<file path="config.mk">
export PLATFORM = sky130hd
export DESIGN_NAME = hazard_stall_ctrl
export DESIGN_NICKNAME = d
export VERILOG_FILES = /design/src/rtl/hazard_stall_ctrl.sv
export SDC_FILE = /design/constraint.sdc
export NUM_CORES = 1
export LEC_CHECK = 0
export CORE_ASPECT_RATIO = 2
export CORE_MARGIN = 4
export CORE_UTILIZATION = 30
export DETAILED_ROUTE_END_ITERATION = 12
export GPL_TIMING_DRIVEN = 0
export SYNTH_ARGS = -nofsm -noshare
export SYNTH_HDL_FRONTEND = slang
export SYNTH_SLANG_ARGS = --single-unit
</file>
<file path="constraint.sdc">
create_clock -name clk -period 3.7 [get_ports clk]
set_input_delay 1.11 -clock clk [delete_from_list [all_inputs] [get_ports clk]]
set_output_delay 1.11 -clock clk [all_outputs]
set_load 0.05 [all_outputs]
</file>
<file path="src/rtl/hazard_stall_ctrl.sv">
// rtl/hazard_stall_ctrl.sv - hazard/stall/flush sequencing controller for a 5-stage MIPS pipeline
module hazard_stall_ctrl #(
  parameter int FLUSH_CYCLES = 1,
  parameter int CNT_W        = 16
) (
  input  logic             clk,
  input  logic             rst,
  input  logic             idex_mem_read,
  input  logic [4:0]       idex_rt,
  input  logic [4:0]       ifid_rs,
  input  logic [4:0]       ifid_rt,
  input  logic             ifid_uses_rt,
  input  logic             branch_taken,
  input  logic             mem_busy,
  input  logic             clr_stats,
  output logic             pc_write,
  output logic             ifid_write,
  output logic             ifid_flush,
  output logic             idex_bubble,
  output logic             freeze,
  output logic [CNT_W-1:0] stall_count
);

  typedef enum logic [1:0] {
    ST_RUN    = 2'd0,
    ST_FLUSH  = 2'd1,
    ST_FREEZE = 2'd2
  } state_t;

  // Remaining flush cycles loaded when a taken branch leaves RUN (the RUN cycle itself is the first flush).
  localparam logic [2:0] LP_FLUSH_LOAD = 3'(FLUSH_CYCLES - 1);
  localparam bit         LP_MULTI_FLUSH = (FLUSH_CYCLES > 1);

  state_t           r_state;
  state_t           r_ret_state;
  logic [2:0]       r_flush_cnt;
  logic [CNT_W-1:0] r_stall_count;

  state_t           w_next_state;
  state_t           w_next_ret;
  state_t           w_eff_state;
  logic [2:0]       w_next_flush_cnt;
  logic             w_lu_hazard;

  // Load-use: the load in EX writes a register the ID instruction reads ($zero never counts).
  assign w_lu_hazard = idex_mem_read && (idex_rt != 5'd0) &&
                       ((idex_rt == ifid_rs) || (ifid_uses_rt && (idex_rt == ifid_rt)));

  // A FREEZE cycle with memory ready behaves exactly like the state it interrupted.
  assign w_eff_state = ((r_state == ST_FREEZE) && !mem_busy) ? r_ret_state : r_state;

  // State, return-state and flush-counter registers.
  always_ff @(posedge clk or posedge rst) begin
    if (rst) begin
      r_state     <= ST_RUN;
      r_ret_state <= ST_RUN;
      r_flush_cnt <= 3'd0;
    end else begin
      r_state     <= w_next_state;
      r_ret_state <= w_next_ret;
      r_flush_cnt <= w_next_flush_cnt;
    end
  end

  // Next-state and pipeline control outputs; priority mem_busy > load-use > branch.
  always_comb begin
    w_next_state     = ST_RUN;
    w_next_ret       = r_ret_state;
    w_next_flush_cnt = r_flush_cnt;
    pc_write         = 1'b0;
    ifid_write       = 1'b0;
    ifid_flush       = 1'b0;
    idex_bubble      = 1'b0;
    freeze           = 1'b0;
    if (rst) begin
      ifid_flush  = 1'b1;
      idex_bubble = 1'b1;
    end else if (mem_busy) begin
      freeze       = 1'b1;
      w_next_state = ST_FREEZE;
      if (r_state != ST_FREEZE) begin
        w_next_ret = r_state;
      end
    end else begin
      case (w_eff_state)
        ST_RUN: begin
          w_next_state = ST_RUN;
          if (w_lu_hazard) begin
            idex_bubble = 1'b1;
          end else if (branch_taken) begin
            pc_write   = 1'b1;
            ifid_write = 1'b1;
            ifid_flush = 1'b1;
            if (LP_MULTI_FLUSH) begin
              w_next_flush_cnt = LP_FLUSH_LOAD;
              w_next_state     = ST_FLUSH;
            end
          end else begin
            pc_write   = 1'b1;
            ifid_write = 1'b1;
          end
        end
        ST_FLUSH: begin
          pc_write   = 1'b1;
          ifid_write = 1'b1;
          ifid_flush = 1'b1;
          if (r_flush_cnt <= 3'd1) begin
            w_next_flush_cnt = 3'd0;
            w_next_state     = ST_RUN;
          end else begin
            w_next_flush_cnt = r_flush_cnt - 3'd1;
            w_next_state     = ST_FLUSH;
          end
        end
        default: begin
          w_next_state = ST_RUN;
        end
      endcase
    end
  end

  // Saturating count of cycles in which the PC did not advance.
  always_ff @(posedge clk or posedge rst) begin
    if (rst) begin
      r_stall_count <= '0;
    end else if (clr_stats) begin
      r_stall_count <= '0;
    end else if (!pc_write && (r_stall_count != {CNT_W{1'b1}})) begin
      r_stall_count <= r_stall_count + 1'b1;
    end
  end

  assign stall_count = r_stall_count;

endmodule

</file>
==> results of run 1 <==
-- layer usage --
layer / track usage [%] / up-vias / share of wire [%]
met5: 0 / - / 0
met4: 4.48 / 0 / 1.3
met3: 3.16 / 5 / 5.8
met2: 28.4 / 38 / 60
met1: 13.2 / 666 / 33
li1: - / 682 / -
-- area by class of cell --
cell class / count / share of cell area [%]
flip-flops and latches: 23 / 27.9
well taps: 55 / 3.34
multi-input cells: 125 / 40.9
repair buffers: 45 / 21.3
plain buffers: 5 / 2.25
clock buffers: 4 / 2.19
repair inverters: 1 / 0.243
inverters: 9 / 1.82
-- state kept, by name, indices dropped and copies added, names as in the netlist --
signal,flops
r_flush_cnt,3
r_ret_state,2
r_state,2
stall_count,16
-- power by group --
group / total [µW] / switching (µW) / internal [µW]
registers: 261 / 5.77 / 255
logic: 129 / 72.8 / 55.8
clock network: 163 / 85.5 / 77.1
total: 552 / 164 / 388
-- cell usage after synthesis (2+ instances only) --
cell type,number
o21a_1,3
nand4_1,6
dfrtp_1,23
nor2_1,13
nand2_1,19
a21oi_1,15
o31ai_1,6
xnor2_1,10
o21ai_0,3
mux2i_1,2
inv_1,9
o21ai_1,7
ha_1,3
or3_1,7
or4_1,6
nor3_1,3
nand3_1,5
-- worst register-to-register path, stage by stage, from the launching register on --
cell	delay, ps
dfrtp_1	430
ha_1	280
nand4_1	130
nor4_2	190
and4bb_4	280
a21oi_4	260
buf_6	200
buf_12	140
mux2i_1	180
nor2_1	50
-- metrics by stage --
| step | cell area [µm²] | util (%) |
|---|---|---|
| final | 2060 | 44.4 |
| after global routing | 2060 | 44.4 |
| after CTS | 2040 | 43.9 |
| after detailed placement | 1930 | 41.7 |
| after global placement | 1930 | 41.7 |
| after floorplan | 1460 | - |
-- timing repair --
item | 4_1_cts | 5_1_grt
pin swaps | 4 | 5
endpoints found under the hold margin | 0 | 0
buffers inserted | 4 | 0
gates cloned | 1 | 0
setup endpoints to repair | 5 | 5
gates resized for setup | 50 | 14
-- cell families (layout without fill, tap and decap cells) --
group	Yosys count	after routing	share of synthesized area, %
and+or+nand+nor	67	67	25.3
AOI/OAI and AO/OA	40	40	17.0
DFF	23	23	39.8
muxes	4	4	3.20
xor gates and xnor gates	11	11	6.66
buffers and inverters	14	64	5.54
adders and majority gates	3	3	2.60
-- worst paths after layout --
kind | end | slack (ps)
worst max-delay path | idex_bubble | 40
worst min-delay path | r_ret_state[1] | 510
worst max register to register | stall_count[1] | 1450
worst min register to register | r_ret_state[1] | 510
max in group asynchronous | stall_count[12] | 1990
min in group asynchronous | stall_count[6] | 1330
==> flow_summary_export.csv, run 1 <==
group,metric,value,unit
detailed_routing,routed_wl,4140,µm
pwr,powerDensity,268,nW/µm²
die,core_area,4640,µm²
layout,layout_commonest_cell,"clkdlybuf4s50_1",
pwr,cellLeakagePower,0.000795,µW
cts,clock-sinks,23,
layout,fillers,480,
sta,tightestPinTransition,668,ps
layout,area_growth,42.5,%
global_route,grt-ovfl-total,0,
status,status,"finished, final reports clean",
layout,instances_no_fill,267,
die,rows,35,
cts,clk_pin_slew,80,ps
critical_path,setup.worst_path.class,"in -> out",
synth,syn_nets,187,
synth,yosysSeqAreaShare,39.8,%
critical_path,arrival,2550,ps
sta,fmax,274,MHz
die,io_pins,43,
detailed_routing,via_count,1391,
hold_path,min-delay-start,"r_ret_state[1]",
critical_path,critPathLaunchType,"primary input",
cts,htreeDepth,1,
sta,period_needed,3660,ps
cts,hold_buffers,0,
die,die-area,6060,µm²
critical_path,required,2590,ps
cts,clockRootBuffer,"clkbuf_8",
synth,synth_ff_type,"dfrtp_1",
layout,final_nets,238,
sta,finalWorstSetupSlack,44.5,ps
hold_path,hold_class,"reg -> reg",
critical_path,endpoint_kind,"primary output",
die,die_h,106,µm
place,place_congestion,0.747,
cts,clk-insertion-delay-late,270,ps
place,hpwl,3070,µm
detailed_routing,via_per_inst,5.21,
detailed_routing,detailedRoute.firstPassIterationCount,4,
synth,synth_area,1450,µm²
global_route,antenna_found_initial,0,
pwr,power,552,µW
layout,multi_input_area,843,µm²
detailed_routing,drc_errors,0,
detailed_routing,postRouteAntennaNets,0,
critical_path,cp_max_fo,2,
detailed_routing,wl_per_cell,15.5,µm
critical_path,cp-startpoint,"ifid_rt[4]",
place,place_inst,258,
sta,fin_skew,6.98,ps
sta,hold_ws,508,ps
die,die_width,57.1,µm
synth,synth-edff-count,0,
sta,post-route-period-util,98.8,%
cts,cts.path.max_buffers,2,
critical_path,path_depth,7,
critical_path,r2r-start,"stall_count[0]",
critical_path,cp_slowest_cell,"clkdlybuf4s50_1",
synth,syn_avg_cell_area,8.93,µm²
critical_path,path_cells,"clkdlybuf4s50_1 > xnor2_1 > nand4_1 > o22ai_4 > nand2_2 > o31ai_4 > buf_6",
synth,synth_area_leaders,"dfrtp_1, xnor2_1, a21oi_1",
synth,async_flop_share,100,%
critical_path,reg2reg_depth,9,
die,start_util,31.2,%
sta,setup_tns,0,ps
synth,ys_warn_count,0,
cts,numCtsBuffers,3,
critical_path,critPathMaxStageDelay,470,ps
synth,yosys_register_bits,23,
sta,finalHoldViolCount,0,
detailed_routing,drt_iter0_drc,17,
layout,drive_gt1_share,17.5,%
layout,final_cell_mix,"clkdlybuf4s50_1, dfrtp_1, nand2_1",
sta,final_max_slew_viol_count,0,
place,portBuffers,41,
synth,yosys.area.top_type,"dfrtp_1",
critical_path,timing.critical_path.buf_inv,2,
global_route,grt_pass1_vias,1469,
layout,final-seq-area,576,µm²
flow_run,max_cap_viol_count,0,
global_route,grt_max_degree,15,
sta,setup_viol,0,
hold_path,min_path_cells,2,
cts,tritoncts,"yes",
global_route,grt_pass1_wl,6780,µm
synth,yosysUniqueCellTypes,39,
synth,synth_cells,162,
critical_path,cp_top_family,"buffers and inverters",
layout,antenna_cells,0,
synth,synth_top_cell_area_share,39.8,%
place,dp_worst_setup_slack,-1170,ps
pwr,ir_worst_vdd,0.000197,V
global_route,grt_use_total,14.1,%
sta,slew-limit-headroom,55.2,%
No activity file was read; power rests on OpenSTA's default activity.
==> inputs of run 2 (changes only) <==
- clock period: 3.7 -> 4.4 ns (I/O delays scaled with it)
==> run 2 against run 1 <==
  * Global-route usage down 0.29 points
  * Clock power decreased by 15%
  * Die area did not move
  * Critical path depth unchanged
  * Routed wire length decreased by 2.3%
  * Utilization shrank 0.89 points
  * Clock skew grew 1.8 ps
==> flow_summary_export.csv, run 2 (same netlist as run 1, synthesis figures left out) <==
group,metric,value,unit
status,status,"finished, final reports clean",
sta,setup_tns,0,ps
cts,tritoncts,"yes",
critical_path,setup.worst_path.class,"in -> out",
die,core_area,4640,µm²
cts,clockRootBuffer,"clkbuf_8",
place,dpl-instance-area,1930,µm²
critical_path,path_cells,"clkdlybuf4s50_1 > xnor2_1 > nand4_1 > o22ai_4 > nand2_1 > o31ai_2 > buf_4",
layout,fillers,486,
sta,rsz0062_at_grt,"true",
cts,hold_buffers,0,
cts,numCtsBuffers,3,
hold_path,hold_class,"reg -> reg",
global_route,grt_pass1_wl,6620,µm
detailed_routing,routed_wl,4050,µm
detailed_routing,drc_errors,0,
pwr,ir_worst_vdd,0.000170,V
critical_path,required,3080,ps
global_route,grt_max_degree,15,
detailed_routing,detailedRoute.firstPassIterationCount,4,
critical_path,cp_max_fo,3,
critical_path,endpoint_kind,"primary output",
place,hpwl,3070,µm
sta,fmax,232,MHz
layout,area_growth,39.6,%
die,rows,35,
global_route,antenna_found_initial,0,
cts,htreeDepth,1,
critical_path,arrival,2990,ps
detailed_routing,wl_per_cell,15.3,µm
sta,finalHoldViolCount,0,
place,dp_worst_setup_slack,-889,ps
detailed_routing,drt_iter0_drc,10,
sta,fin_skew,8.81,ps
pwr,powerDensity,228,nW/µm²
place,place_congestion,0.747,
detailed_routing,via_per_inst,5.22,
layout,final_nets,235,
critical_path,cp_slowest_cell,"clkdlybuf4s50_1",
sta,period_needed,4310,ps
layout,antenna_cells,0,
global_route,grt-ovfl-total,0,
detailed_routing,via_count,1377,
sta,setup_viol,0,
global_route,grt_use_total,13.8,%
layout,final_cell_mix,"clkdlybuf4s50_1, dfrtp_1, nand2_1",
sta,hold_ws,509,ps
cts,clk-insertion-delay-late,270,ps
layout,largest_reg_flops,16,
die,die_h,106,µm
layout,layout_commonest_cell,"clkdlybuf4s50_1",
layout,drive_gt1_share,12.4,%
critical_path,critPathLaunchType,"primary input",
place,portBuffers,41,
sta,tightestPinTransition,683,ps
cts,cts.path.max_buffers,2,
sta,finalWorstSetupSlack,93.6,ps
sta,final_max_slew_viol_count,0,
detailed_routing,postRouteAntennaNets,0,
die,die-area,6060,µm²
die,die_width,57.1,µm
die,start_util,31.2,%
cts,clk_pin_slew,80,ps
critical_path,critPathMaxStageDelay,550,ps
global_route,grt_pass1_vias,1429,
die,io_pins,43,
cts,clock-sinks,23,
pwr,power,461,µW
sta,slew-limit-headroom,54.2,%
sta,post-route-period-util,97.9,%
pwr,cellLeakagePower,0.000784,µW
flow_run,max_cap_viol_count,0,
layout,stdcell_area,2020,µm²
## run 2: changes by cell type in the layout (fill, tap and decap cells not counted), sizes merged
cell / change
buf: -6
clkdlybuf4s50: +2
dlygate4sd2: +2
clkbuf: -2
dlymetal6s2s: +1
## run 2: routing by layer
layer	vias to the layer above	track usage, %	wire [µm]
met5	-	0	0
met4	0	4.48	54
met3	5	3.04	243
met2	38	27.6	2360
met1	657	13.1	1390
li1	677	-	-
## run 2: area by class of cell
class                      count  area (µm²)  share of cell area [%]
inverter                       9        37.5                    1.86
buffer                         5        46.3                    2.29
multi-input combinational    125         825                    40.8
tap                           55        68.8                    3.41
clock buffer                   4        45.0                    2.23
timing repair inverter         1        5.00                   0.248
sequential                    23         576                    28.5
timing repair buffer          42         417                    20.6
## run 2: path summary, 6_finish.rpt
| check | startpoint | to | cells after the start | slack [ps] |
|---|---|---|---|---|
| setup / recovery | idex_rt[0] | idex_bubble | 7 | 90 |
| hold / removal | r_ret_state[1] | r_ret_state[1] | 2 | 510 |
| setup reg to reg | stall_count[0] | stall_count[1] | 9 | 2150 |
| hold reg to reg | r_ret_state[1] | r_ret_state[1] | 2 | 510 |
| max in group asynchronous | rst | stall_count[12] | 2 | 2470 |
| min in group asynchronous | rst | stall_count[6] | 3 | 1560 |
## run 2: power by group
part / total (µW) / switching (µW) / internal [µW] / leakage (µW)
Sequential: 219 / 4.76 / 214 / 0.000308
Clock: 138 / 73.6 / 64.8 / 0.0000228
Combinational: 104 / 59.5 / 44.1 / 0.000454
## run 2: critical path: cells and delay by family
kind	cells	cell delay [ps]
AO/OA/AOI/OAI	2	430
XOR/XNOR	1	140
buffers and inverters	2	780
AND/OR/NAND/NOR	2	310
## run 2: what timing repair did
item                       4_1_cts  5_1_grt
setup buffers                    1        0
cloned                           1        0
resized for setup               32        6
setup endpoints to repair        5        2
## run 2: metrics by stage
stage	util [%]	std cells
after floorplan	-	162
after global placement	41.7	258
after detailed placement	41.7	258
after CTS	43.0	264
after global routing	43.5	264
final	43.5	264
